## config.mk

```make
export PLATFORM = sky130hd
export DESIGN_NAME = restador_serie_ctrl
export DESIGN_NICKNAME = d
export VERILOG_FILES = /design/src/rtl/restador_serie_ctrl.sv
export SDC_FILE = /design/constraint.sdc
export NUM_CORES = 1
export LEC_CHECK = 0
export ABC_AREA = 1
export CORE_MARGIN = 2
export CORE_UTILIZATION = 49
export DETAILED_ROUTE_END_ITERATION = 8
export HOLD_SLACK_MARGIN = 0.12
export PLACE_DENSITY = 0.79
export SYNTH_ARGS = -nofsm -noshare
export SYNTH_HDL_FRONTEND = slang
export SYNTH_SLANG_ARGS = --single-unit
```

## constraint.sdc

```tcl
create_clock -name clk -period 2.54 [get_ports clk]
set_input_delay 0.381 -clock clk [delete_from_list [all_inputs] [get_ports clk]]
set_output_delay 0.381 -clock clk [all_outputs]
set_load 0.01 [all_outputs]
```

## src/rtl/restador_serie_ctrl.sv

```systemverilog
// Bit-serial subtractor controller: D = A - B, one bit per clock, LSB first,
// through a single cell built from two cascaded half subtractors.
module restador_serie_ctrl #(
  parameter int WIDTH = 8,
  parameter int CNT_W = $clog2(WIDTH) + 1
) (
  input  logic             clk,
  input  logic             rst,
  input  logic             inicio,
  input  logic [WIDTH-1:0] a,
  input  logic [WIDTH-1:0] b,
  output logic             ocupado,
  output logic             fin,
  output logic [WIDTH-1:0] diferencia,
  output logic             prestamo,
  output logic             desborde
);

  typedef enum logic [1:0] {IDLE, RESTA, FIN} state_t;

  state_t             state;
  logic [WIDTH-1:0]   sh_a;
  logic [WIDTH-1:0]   sh_b;
  logic [WIDTH-2:0]   sh_d;
  logic               borrow;
  logic [CNT_W-1:0]   cnt;
  logic               a_msb;
  logic               b_msb;

  logic               r1;
  logic               p1;
  logic               d;
  logic               bo;
  logic [WIDTH-1:0]   res_next;

  // First half subtractor on the operand bits, second folds in the incoming borrow.
  // NOTE: every signal driven here gets a value on every path, so no latch is inferred.
  always_comb begin
    r1       = sh_a[0] ^ sh_b[0];
    p1       = ~sh_a[0] & sh_b[0];
    d        = r1 ^ borrow;
    bo       = p1 | (~r1 & borrow);
    res_next = {d, sh_d};
  end

  // NOTE: state uses non-blocking assignments so every register samples pre-edge values.
  always_ff @(posedge clk or posedge rst) begin
    if (rst) begin
      state      <= IDLE;
      sh_a       <= '0;
      sh_b       <= '0;
      sh_d       <= '0;
      borrow     <= 1'b0;
      cnt        <= '0;
      a_msb      <= 1'b0;
      b_msb      <= 1'b0;
      ocupado    <= 1'b0;
      fin        <= 1'b0;
      diferencia <= '0;
      prestamo   <= 1'b0;
      desborde   <= 1'b0;
    end else begin
      case (state)
        IDLE: begin
          fin <= 1'b0;
          if (inicio) begin
            sh_a    <= a;
            sh_b    <= b;
            borrow  <= 1'b0;
            cnt     <= '0;
            a_msb   <= a[WIDTH-1];
            b_msb   <= b[WIDTH-1];
            ocupado <= 1'b1;
            state   <= RESTA;
          end
        end
        RESTA: begin
          sh_d   <= res_next[WIDTH-1:1];
          sh_a   <= sh_a >> 1;
          sh_b   <= sh_b >> 1;
          borrow <= bo;
          cnt    <= cnt + 1'b1;
          if (cnt == CNT_W'(WIDTH - 1)) begin
            diferencia <= res_next;
            prestamo   <= bo;
            // Overflow only possible when operand signs differ; d is the result MSB here.
            desborde   <= (a_msb != b_msb) && (d != a_msb);
            ocupado    <= 1'b0;
            fin        <= 1'b1;
            state      <= FIN;
          end
        end
        FIN: begin
          fin   <= 1'b0;
          state <= IDLE;
        end
        default: begin
          ocupado <= 1'b0;
          fin     <= 1'b0;
          state   <= IDLE;
        end
      endcase
    end
  end

endmodule

```

### Word level (Yosys, flattened, before mapping)

Cells that the tools add are included.

* word-level logic and storage cells: 53
* bits in registers: 44
* output and inout bits: 12

* muxes and demuxes: 16
* $add $sub $neg: 1
* bitwise logic cells: 8
* eq/ne operators: 7
* reductions and logical operators: 8

Operators with widths (number)
* 8-bit one-hot mux with 2 select lines: 2
* 8-bit 2-to-1 mux: 2
* 4-bit one-hot mux with 2 select lines: 1
* 2-bit AND reduction: 4
* 1-bit 2-to-1 mux: 5
* 4-bit by 1-bit adder with 4-bit output (second input constant): 1
* 4-bit by 3-bit equality test with 1-bit output (second input constant): 1
* 2-bit 2-to-1 mux: 2
* 4-bit 2-to-1 mux: 1
* 2-bit inequality test (second input constant): 2
* 2-bit one-hot mux with 2 select lines: 1
* 1-bit NOT: 3
* 1-bit one-hot mux with 3 select lines: 1
* 3-bit AND reduction: 1
* 1-bit AND: 2
* 2-bit by 1-bit equality test with 1-bit output (second input constant): 1
* 2-bit equality test (second input constant): 1
* 2-bit zero test: 1
* 1-bit inequality test: 2
* 1-bit one-hot mux with 2 select lines: 1
* 2-bit nonzero test: 1
* 1-bit XOR: 2
* 1-bit logical AND: 1
* 1-bit bitwise OR: 1

### Depth between registers and ports, before layout

* depth in word-level cells: 5
* gate-level depth with buffers: 8
* mapped depth without buffers: 7

### Worst setup path before layout

Ideal clock, no wire load.

* kind: flip-flop to flip-flop
* start point: register sh_a[0]
* end point: register desborde
* arrival: 1.193 ns
* period minus slack after synthesis: 1.309 ns
* path slack: 1.231 ns
* setup time: 0.116 ns
* cell stages (with the launch flop): 7
* path buffers: 0
* cell sequence: dfrtp_1 fa_1 inv_1 nand3_1 nand2_1 nand2_1 nand2_1

* longest elaborated chain between the ends: 4

RTL lines
* from (decl): line 22 `logic [WIDTH-1:0] sh_a;`
* from (signal assigned): line 79 `sh_a <= sh_a >> 1;`
* 1-bit XOR: line 39 `r1 = sh_a[0] ^ sh_b[0];`
* 1-bit XOR: line 41 `d = r1 ^ borrow;`
* via d: line 32 `logic d;`
* 1-bit inequality test: line 87 `desborde <= (a_msb != b_msb) && (d != a_msb);`
* 1-bit logical AND: line 87
* to (signal assigned): line 87
* to (decl): line 16 `output logic desborde`

The timed path passes the listed nets, and every way through them passes these cells.
A chain may end at the register's enable or synchronous reset.

### Worst setup path after layout

* start point: register state[1]
* end point: register sh_b[2]

* longest elaborated chain between the ends: 3

RTL lines
* from (decl): line 21 `state_t state;`
* from (signal assigned): line 49 `state <= IDLE;`
* from (signal assigned): line 74 `state <= RESTA;`
* from (signal assigned): line 90 `state <= FIN;`
* 2-bit by 1-bit equality test with 1-bit output or 2-bit zero test (tied branches): line 63 `case (state)`
* 2-bit nonzero test (no line) or 2-bit inequality test (tied branches)
* 2-bit AND reduction (no line)
* to (signal assigned): line 80 `sh_b <= sh_b >> 1;`
* to (decl): line 23 `logic [WIDTH-1:0] sh_b;`

Several ways; a longest one is shown, not always the timed one.

==> results.sh <==
export IMPL_status="completed"
export IMPL_final_util=0.6090
export IMPL_cts_buffers=5
export IMPL_postCtsResizedCells=0
export IMPL_holdWs_ns=0.4780
export IMPL_antenna_found_initial=0
export IMPL_cts_hold_buf=0
export IMPL_initial_core_util=0.5120
export IMPL_ant_nets=0
export IMPL_synth_mux_area_frac=0
export IMPL_p_leak_uw=0.001290
export IMPL_total_power_uw=2923
export IMPL_synth_cell_types=21
export IMPL_synth_top_area_frac=0.5376
export IMPL_synth_area_top_cells="dfrtp_1, nand2_1, nand3_1, inv_1, nor2_1"
export IMPL_crit_type="register to register"
export IMPL_yosys_area_share_xor_xnor=0
export IMPL_routabilityCongestion=0.8173
export IMPL_synth_cells=247
export IMPL_synth_adder_area_share=0.01588
export IMPL_max_cap_violations=0
export IMPL_fin_setup_tns_ns=0
export IMPL_fin_nets=297
export IMPL_vias=1630
export IMPL_path_clk_slew_ns=0.08
export IMPL_fin_crit_sh=0.7325
export IMPL_die_h_um=68.66
export IMPL_crit_path_max_fanout=16
export IMPL_grt_pass1_wl_um=7120
export IMPL_die_area_um2=4714
export IMPL_ys_seq_area_frac=0.5376
export IMPL_h_tree_depth=2
export IMPL_avgSynthCellArea_um2=8.292
export IMPL_register_area_um2=1101
export IMPL_crit_required_ns=2.77
export IMPL_fmax_mhz=537.5
export IMPL_syn_area_um2=2048
export IMPL_setup_ws_ns=0.6795
export IMPL_fillers=362
export IMPL_ys_ff_latch=44
export IMPL_final_min_clock_period_ns=1.860
export IMPL_cts_tree="done"
export IMPL_peakVddDrop_mv=0.7538
export IMPL_finalHoldViolations=0
export IMPL_grt_usage=0.2051
export IMPL_finalClockSkew_ns=0.007983
export IMPL_antennaDiodeCount=0
export IMPL_synthSimpleGateAreaFrac=0.3543
export IMPL_die_x_um=68.66
export IMPL_yosysWarnings=0
export IMPL_grt_ovfl_total=0
export IMPL_area_delta_synth_final_pct=18.94
export IMPL_core_um2=4000
export IMPL_dp_hpwl_um=2612
export IMPL_port_buffer_count=30
export IMPL_synth_top_area_cell="dfrtp_1"
export IMPL_io_pins=31
export IMPL_clockBufferDepth=2
export IMPL_dp_slack_ns=0.5720
export IMPL_num_rows=23
export IMPL_remaining_drc_errors=0
export IMPL_postCtsSetupBuffers=0
export IMPL_power_density_nw_per_um2=1200
export IMPL_slew_headroom=0.6209
export IMPL_worstSkewPairLatency_ns=0.30
export IMPL_start_kind="register"
export IMPL_synth_compound_gate_area_share=0.02016
export IMPL_first_pass_iters=6
export IMPL_multi_input_area_um2=799.5
export IMPL_wl_per_cell_um=12.25
export IMPL_tightest_slew_ns=0.5687
export IMPL_setup_viol=0
export IMPL_cts_root_buf="clkbuf_8"
export IMPL_grt_pass1_vias=1584
export IMPL_cp_end_kind="register"
export IMPL_cts_sinks=44
export IMPL_routed_wl_um=4007
export IMPL_synth_top_family_by_area="simple AND/OR/NAND/NOR gates"
export IMPL_grt_start_max_net_pins=45
export IMPL_drtIter0Drc=92
export IMPL_rsz0062_at_grt="no"
export IMPL_drive_gt1_frac=0.06498
export IMPL_synth_fp_nets=268
export IMPL_hp_class="register to register"
export IMPL_slew_violations=0
export IMPL_arrival_ns=2.09
export IMPL_viasPerCell=4.985
[where the power goes]
group,switching [uW],total (uW),internal [uW]
Sequential,230,1240,1010
Combinational,709,1210,503
Clock,246,467,220
[layout by cell type (no fill, tap or decap), drive strengths merged, types with 2 or more instances in the layout]
master         netlist  final
clkbuf               0      6
clkdlybuf4s50        0     30
clkinvlp             0      2
dfrtp               44     44
inv                 18     18
nand2              116    116
nand3               28     28
nand3b               5      5
nor2                18     18
o21ai                4      4
[routing by layer]
layer | global-route usage | part of all wire | up-vias
li1 | - | - | 822
met1 | 0.2701 | 0.45 | 762
met2 | 0.3293 | 0.49 | 40
met3 | 0.05357 | 0.043 | 6
met4 | 0.06750 | 0.015 | 0
met5 | 0 | 0 | -
[cell usage after synthesis]
master,instances
inv_1,17
o21ai_0,4
nand4_1,1
nand2_2,2
o22ai_2,1
nor2_2,1
nand2_4,1
nor2_1,16
a21oi_2,1
dfrtp_1,44
buf_6,4
nand3b_1,5
nand2_1,112
ha_1,1
buf_4,4
nor2_4,1
nand2_8,1
fa_1,1
buf_2,1
nand3_1,28
inv_2,1
[through the flow]
stage	instance area, um2	std cells
floorplan	2048	247
global placement	2338	319
detailed placement	2338	319
CTS	2436	327
global route	2436	327
finish	2436	327
[critical path: stages (launching register included)]
cell and delay (ns):
dfrtp_1 0.44, inv_1 0.37, nand2_1 0.46, nand2_4 0.34
nor2_1 0.06, nor2_1 0.11
[path summary, 6_finish.rpt]
kind,slack [ns],start,to,cells past startpoint
setup reg to reg,0.68,state[1],sh_b[2],5
hold reg to reg,0.48,sh_d[0],diferencia[0],2
min in group asynchronous,0.53,rst,fin,3
max in group asynchronous,1.63,rst,sh_a[3],3
hold / removal,0.48,sh_d[0],diferencia[0],2
setup / recovery,0.68,state[1],sh_b[2],5
[sequential cells by signal, indices dropped and copies added (netlist names), 2 cells and up]
name        cells
cnt             4
diferencia      8
state           2
sh_a            8
sh_d            7
sh_b            8
[cells by family (layout without fill, tap and decap cells)]
| family | count (synthesis) | in the layout |
|---|---|---|
| buf+inv | 27 | 57 |
| flops | 44 | 44 |
| compound gates | 6 | 6 |
| simple gates | 168 | 168 |
| fa+ha+maj | 2 | 2 |
[area by class of cell]
class | instances | share of cell area
flip-flops and latches | 44 | 0.4520
multi-input cells | 176 | 0.3282
repair buffers | 31 | 0.1263
clock buffers | 6 | 0.03390
inverters | 18 | 0.02773
well taps | 50 | 0.02568
clock inverters | 2 | 0.006163
Power figures use the tool's default switching activity.
